$ cat config.mk
export PLATFORM = sky130hd
export DESIGN_NAME = imem_loader_flat
export DESIGN_NICKNAME = d
export VERILOG_FILES = /design/src/rtl/imem_loader_if.sv /design/src/rtl/imem_loader.sv /design/src/flat_wrapper.sv
export SDC_FILE = /design/constraint.sdc
export NUM_CORES = 1
export LEC_CHECK = 0
export ABC_AREA = 1
export CAP_MARGIN = 15
export CELL_PAD_IN_SITES_DETAIL_PLACEMENT = 0
export CELL_PAD_IN_SITES_GLOBAL_PLACEMENT = 1
export CORE_ASPECT_RATIO = 1.5
export CORE_MARGIN = 2
export CORE_UTILIZATION = 43
export CTS_CLUSTER_DIAMETER = 60
export DETAILED_ROUTE_END_ITERATION = 10
export PLACE_DENSITY = 0.91
export SYNTH_ARGS = -nofsm -noshare
export SYNTH_HDL_FRONTEND = slang
export SYNTH_SLANG_ARGS = --single-unit
$ cat constraint.sdc
create_clock -name Clk -period 8.9 [get_ports Clk]
set_input_delay 1.335 -clock Clk [delete_from_list [all_inputs] [get_ports Clk]]
set_output_delay 1.335 -clock Clk [all_outputs]
set_load 0.05 [all_outputs]
$ cat src/rtl/imem_loader_if.sv
// Byte-stream handshake plus instruction-memory write port of the boot loader.
interface imem_loader_if #(
  parameter int ADDR_W = 32
);
  logic              in_valid;
  logic [7:0]        in_byte;
  logic              in_ready;
  logic              mem_we;
  logic [ADDR_W-1:0] mem_addr;
  logic [31:0]       mem_wdata;
  logic              cpu_hold;
  logic              done;
  logic              error;

  modport slave (
    input  in_valid, in_byte,
    output in_ready, mem_we, mem_addr, mem_wdata, cpu_hold, done, error
  );

  modport master (
    output in_valid, in_byte,
    input  in_ready, mem_we, mem_addr, mem_wdata, cpu_hold, done, error
  );
endinterface

$ cat src/rtl/imem_loader.sv
// Boot-time loader: big-endian byte stream (16-bit word count, then words) -> sequential imem writes.
// Optional trailing XOR checksum byte is enabled by defining IMEM_LOADER_CHECKSUM_EN.
module imem_loader #(
  parameter int                ADDR_W    = 32,
  parameter int                DEPTH     = 128,
  parameter logic [ADDR_W-1:0] BASE_ADDR = '0
) (
  input  logic         Clk,
  input  logic         Reset,
  imem_loader_if.slave bus
);

`ifdef IMEM_LOADER_CHECKSUM_EN
  typedef enum logic [2:0] {
    S_LEN_HI, S_LEN_LO, S_DATA, S_WRITE, S_CSUM, S_FIN, S_DONE, S_ERR
  } state_t;
`else
  typedef enum logic [2:0] {
    S_LEN_HI, S_LEN_LO, S_DATA, S_WRITE, S_FIN, S_DONE, S_ERR
  } state_t;
`endif

  localparam logic [15:0] DEPTH_W = 16'(DEPTH);

  state_t            r_state, w_state;
  logic [15:0]       r_len, w_len;
  logic [15:0]       r_cnt, w_cnt;
  logic [1:0]        r_idx, w_idx;
  logic              r_in_ready, w_in_ready;
  logic              r_we, w_we;
  logic [ADDR_W-1:0] r_addr, w_addr;
  logic [31:0]       r_wdata, w_wdata;
  logic              r_hold, w_hold;
  logic              r_done, w_done;
  logic              r_error, w_error;
  logic              w_accept;
  logic [15:0]       w_n;
`ifdef IMEM_LOADER_CHECKSUM_EN
  logic [7:0]        r_csum, w_csum;
`endif

  assign w_accept = bus.in_valid && r_in_ready;
  assign w_n      = {r_len[15:8], bus.in_byte};

  always_ff @(posedge Clk or posedge Reset) begin
    if (Reset) begin
      r_state    <= S_LEN_HI;
      r_len      <= '0;
      r_cnt      <= '0;
      r_idx      <= '0;
      r_in_ready <= 1'b1;
      r_we       <= 1'b0;
      r_addr     <= BASE_ADDR;
      r_wdata    <= '0;
      r_hold     <= 1'b1;
      r_done     <= 1'b0;
      r_error    <= 1'b0;
`ifdef IMEM_LOADER_CHECKSUM_EN
      r_csum     <= '0;
`endif
    end else begin
      r_state    <= w_state;
      r_len      <= w_len;
      r_cnt      <= w_cnt;
      r_idx      <= w_idx;
      r_in_ready <= w_in_ready;
      r_we       <= w_we;
      r_addr     <= w_addr;
      r_wdata    <= w_wdata;
      r_hold     <= w_hold;
      r_done     <= w_done;
      r_error    <= w_error;
`ifdef IMEM_LOADER_CHECKSUM_EN
      r_csum     <= w_csum;
`endif
    end
  end

  always_comb begin
    w_state    = r_state;
    w_len      = r_len;
    w_cnt      = r_cnt;
    w_idx      = r_idx;
    w_in_ready = r_in_ready;
    w_we       = 1'b0;
    w_addr     = r_addr;
    w_wdata    = r_wdata;
    w_hold     = r_hold;
    w_done     = r_done;
    w_error    = r_error;
`ifdef IMEM_LOADER_CHECKSUM_EN
    w_csum     = w_accept ? (r_csum ^ bus.in_byte) : r_csum;
`endif

    case (r_state)
      S_LEN_HI: begin
        if (w_accept) begin
          w_len[15:8] = bus.in_byte;
          w_state     = S_LEN_LO;
        end
      end
      S_LEN_LO: begin
        if (w_accept) begin
          w_len = w_n;
          if (w_n > DEPTH_W) begin
            w_state    = S_ERR;
            w_in_ready = 1'b0;
            w_error    = 1'b1;
          end else if (w_n == 16'd0) begin
`ifdef IMEM_LOADER_CHECKSUM_EN
            w_state    = S_CSUM;
`else
            w_state    = S_FIN;
            w_in_ready = 1'b0;
`endif
          end else begin
            w_state = S_DATA;
          end
        end
      end
      S_DATA: begin
        if (w_accept) begin
          w_wdata = {r_wdata[23:0], bus.in_byte};
          w_idx   = r_idx + 2'd1;
          if (r_idx == 2'd3) begin
            w_state    = S_WRITE;
            w_in_ready = 1'b0;
            w_we       = 1'b1;
          end
        end
      end
      S_WRITE: begin
        // Address/count advance after the strobe so mem_addr is stable during it.
        w_addr = r_addr + ADDR_W'(4);
        w_cnt  = r_cnt + 16'd1;
        if (w_cnt == r_len) begin
`ifdef IMEM_LOADER_CHECKSUM_EN
          w_state    = S_CSUM;
          w_in_ready = 1'b1;
`else
          w_state    = S_FIN;
`endif
        end else begin
          w_state    = S_DATA;
          w_in_ready = 1'b1;
        end
      end
`ifdef IMEM_LOADER_CHECKSUM_EN
      S_CSUM: begin
        if (w_accept) begin
          w_in_ready = 1'b0;
          if (bus.in_byte == r_csum) begin
            w_state = S_FIN;
          end else begin
            w_state = S_ERR;
            w_error = 1'b1;
          end
        end
      end
`endif
      S_FIN: begin
        w_state = S_DONE;
        w_done  = 1'b1;
        w_hold  = 1'b0;
      end
      default: begin
        w_in_ready = 1'b0;
      end
    endcase
  end

  assign bus.in_ready  = r_in_ready;
  assign bus.mem_we    = r_we;
  assign bus.mem_addr  = r_addr;
  assign bus.mem_wdata = r_wdata;
  assign bus.cpu_hold  = r_hold;
  assign bus.done      = r_done;
  assign bus.error     = r_error;

endmodule
$ cat src/flat_wrapper.sv
// flat-port wrapper written by rule: the top's interface ports become plain ports
module imem_loader_flat 
#(
  parameter int                ADDR_W    = 32,
  parameter int                DEPTH     = 128,
  parameter logic [ADDR_W-1:0] BASE_ADDR = '0
)
  (Clk, Reset, bus_in_valid, bus_in_byte, bus_in_ready, bus_mem_we, bus_mem_addr, bus_mem_wdata, bus_cpu_hold, bus_done, bus_error);
  imem_loader_if #(.ADDR_W(ADDR_W)) bus_i ();
  input  logic Clk;
  input  logic Reset;
  input wire logic [$bits(bus_i.in_valid)-1:0] bus_in_valid;
  input wire logic [$bits(bus_i.in_byte)-1:0] bus_in_byte;
  output wire logic [$bits(bus_i.in_ready)-1:0] bus_in_ready;
  output wire logic [$bits(bus_i.mem_we)-1:0] bus_mem_we;
  output wire logic [$bits(bus_i.mem_addr)-1:0] bus_mem_addr;
  output wire logic [$bits(bus_i.mem_wdata)-1:0] bus_mem_wdata;
  output wire logic [$bits(bus_i.cpu_hold)-1:0] bus_cpu_hold;
  output wire logic [$bits(bus_i.done)-1:0] bus_done;
  output wire logic [$bits(bus_i.error)-1:0] bus_error;
  assign bus_i.in_valid = bus_in_valid;
  assign bus_i.in_byte = bus_in_byte;
  assign bus_in_ready = bus_i.in_ready;
  assign bus_mem_we = bus_i.mem_we;
  assign bus_mem_addr = bus_i.mem_addr;
  assign bus_mem_wdata = bus_i.mem_wdata;
  assign bus_cpu_hold = bus_i.cpu_hold;
  assign bus_done = bus_i.done;
  assign bus_error = bus_i.error;
  imem_loader #(.ADDR_W(ADDR_W), .DEPTH(DEPTH), .BASE_ADDR(BASE_ADDR)) u_core (.Clk(Clk), .Reset(Reset), .bus(bus_i));
endmodule
==> flow_summary.toml <==
[clocking]
clock_path_buffers = 2
path_clk_slew_ps = 70
htree_levels = 3
cts.root.buffer_cell = "clkbuf_16"
cts-resized-gates = 0
tritoncts = "yes"
numCtsBuffers = 9
post-cts-setup-buffers = 0
cts_hold_buf = 0
worstSkewPairLatency_ps = 350
cts_sinks = 104

[floorplan]
initial_core_util = 0.441
dieArea_um2 = 12700
die_height_um = 137
fp-row-count = 48
ioPinCount = 80
dieWidth_um = 92.8
core_um2 = 11500

[final_layout]
diodes = 0
stdcell_count = 828
finalNetCount = 687
drive_above_1_share = 0.0737
syn2layout_area_growth_pct = 23.6

[sta]
min_period_ps = 3070
tightest_slew_ps = 967
setup_violations = 0
fin_crit_sh = 0.345
fin_skew_ps = 10.0
hold_viol = 0
relSlewSlack = 0.355
setup_tns_ps = 0
fmax_mhz = 326
grt_setup_unrepaired = "no"
maxSlewViolCount = 0
fin_ws_ps = 5830

[global_routing]
antenna_found_initial = 0
grt.overflow.total = 0
gr-usage-all-layers = 0.201
grt_pass1_vias = 4202
grt_max_degree = 77
grt_pass1_wl_mm = 20.4

[yosys]
synth_common_cells = "nand2_1, dfrtp_1, inv_1"
synth_flop_cell = "dfrtp_1"
async_reset_ff_frac = 1.00
yosysTopAreaCell = "dfrtp_1"
synth_area_leaders = "dfrtp_1, nand2_1, o21ai_0"
ys_ff_latch = 104
yosysTopAreaCellShare = 0.502
ys_warn_count = 0
syn_area_um2 = 5090
synth_cell_types = 37
syn-mean-instance-area_um2 = 8.52
yosysMostFrequentCell = "nand2_1"
synth_cells = 597
synth_edf_count = 0
seq_area_frac_synth = 0.512

[hold_path]
whs_path_depth = 2
hp-class = "flop to flop"
min-delay-start = "u_core.bus.cpu_hold$_DFFE_PP1P_"
min_to = "u_core.bus.cpu_hold$_DFFE_PP1P_"

[status]
outcome = "finished clean"

[job]
cap_violations = 0

[worst_setup_path]
reg2reg_depth = 14
crit_path_max_fanout = 3
r2r_start = "u_core.r_cnt[0]$_DFFE_PP0P_"
worstPathArrival_ps = 1730
critPathLaunchType = "flop"
endpoint_kind = "primary output"
crit_chain = "clkdlybuf4s50_1"
cp.required_ps = 7570
rrSetupSlack_ps = 6580
crit_slowest_cell = "clkdlybuf4s50_1"
path_buf_inv = 1
critical_path.startpoint = "u_core.bus.in_ready$_DFFE_PP1P_"
worstSetupPathType = "flop to primary output"
worst_path_dominant_cell_family = "buffers and inverters"
r2r_end = "u_core.r_state[1]$_DFFE_PP0P_"
slowest_delay_ps = 820
cp.depth = 1

[placement]
place_ws_ps = 5840
place.gp.congestion = 0.880
portBuffers = 77
dp.cells = 812
dp_hpwl_mm = 8.77

[detailed_routing]
drc = 0
drt-initial-drc-count = 234
via_count = 4162
wl_per_cell_um = 14.5
antenna_left = 0
drt_wl_total_mm = 12.0
post_drt_via_cell_ratio = 5.03
dr.pass1.iters = 6

[power]
total_leakage_power_uw = 0.00297
ir_drop_mv = 0.105
powerDensity_nw_per_um2 = 142
-- state kept, by name, summed over array words and instances, names as in the netlist, 2 cells and up --
register              flops
u_core.r_idx              2
u_core.r_state            3
u_core.r_len             16
u_core.r_cnt             16
u_core.bus.mem_wdata     32
u_core.bus.mem_addr      30
-- cell families (layout without fill, tap and decap cells) --
logic type	after synthesis	in the layout	synth area share
buf+inv	81	161	0.0632
flops	104	104	0.512
mux	9	9	0.0199
compound gates	65	65	0.0664
fa+ha+maj	3	3	0.00738
other cells	1	2	0.000737
simple gates	300	300	0.269
xor+xnor	34	34	0.0615
-- where the power goes --
group          total, uW  internal [uW]  switching [uW]
Combinational       19.1           4.65            14.5
Clock                401            220             181
Sequential           472            472               0
-- final cells by class --
cell class                      count  area [um2]
Fill cell                        1058        5240
Sequential cell                   104        2610
Multi-Input combinational cell    413        2160
Timing Repair Buffer               79         786
Inverter                           66         250
Clock buffer                       10         229
Tap cell                          150         188
Clock inverter                      6        67.6
-- layout by cell type, fill, tap and decap left out, drive strengths merged, types with 3 or more instances in the layout --
| cell type | instances |
|---|---|
| clkbuf | 10 |
| xor2 | 18 |
| nor3 | 8 |
| o21bai | 3 |
| o21ai | 49 |
| clkdlybuf4s50 | 77 |
| inv | 68 |
| nand3 | 45 |
| ha | 3 |
| nor2 | 52 |
| nand3b | 4 |
| a21oi | 11 |
| mux2 | 9 |
| nand2 | 166 |
| xnor2 | 15 |
| nor4 | 7 |
| nand4 | 15 |
| dfrtp | 102 |
-- layer usage --
layer / track usage / vias up / wire [um]
met5: 0 / - / 0
met4: 0.0735 / 0 / 297
met3: 0.0410 / 18 / 486
met2: 0.339 / 90 / 6050
met1: 0.255 / 1980 / 5210
li1: - / 2074 / -
-- how the worst max path moves through the flow --
stage,to,slack (ps)
floorplan,u_core.bus.done$_DFFE_PP0P_,4840
global placement,u_core.r_cnt[4]$_DFFE_PP0P_,5900
detailed placement,u_core.r_cnt[4]$_DFFE_PP0P_,5840
CTS,bus_in_ready,5830
global route,bus_in_ready,5810
finish,bus_in_ready,5830
-- through the flow --
stage | total power (uW) | cell area, um2 | hold slack, ps | util
after floorplan | 493 | 5090 | 453 | -
after CTS | 898 | 6290 | 460 | 0.545
after global routing | 920 | 6290 | 483 | 0.545
after global placement | 501 | 5990 | 431 | 0.520
after detailed placement | 501 | 5990 | 447 | 0.520
final | 893 | 6290 | 459 | 0.545
No activity file was read; power rests on OpenSTA's default activity.
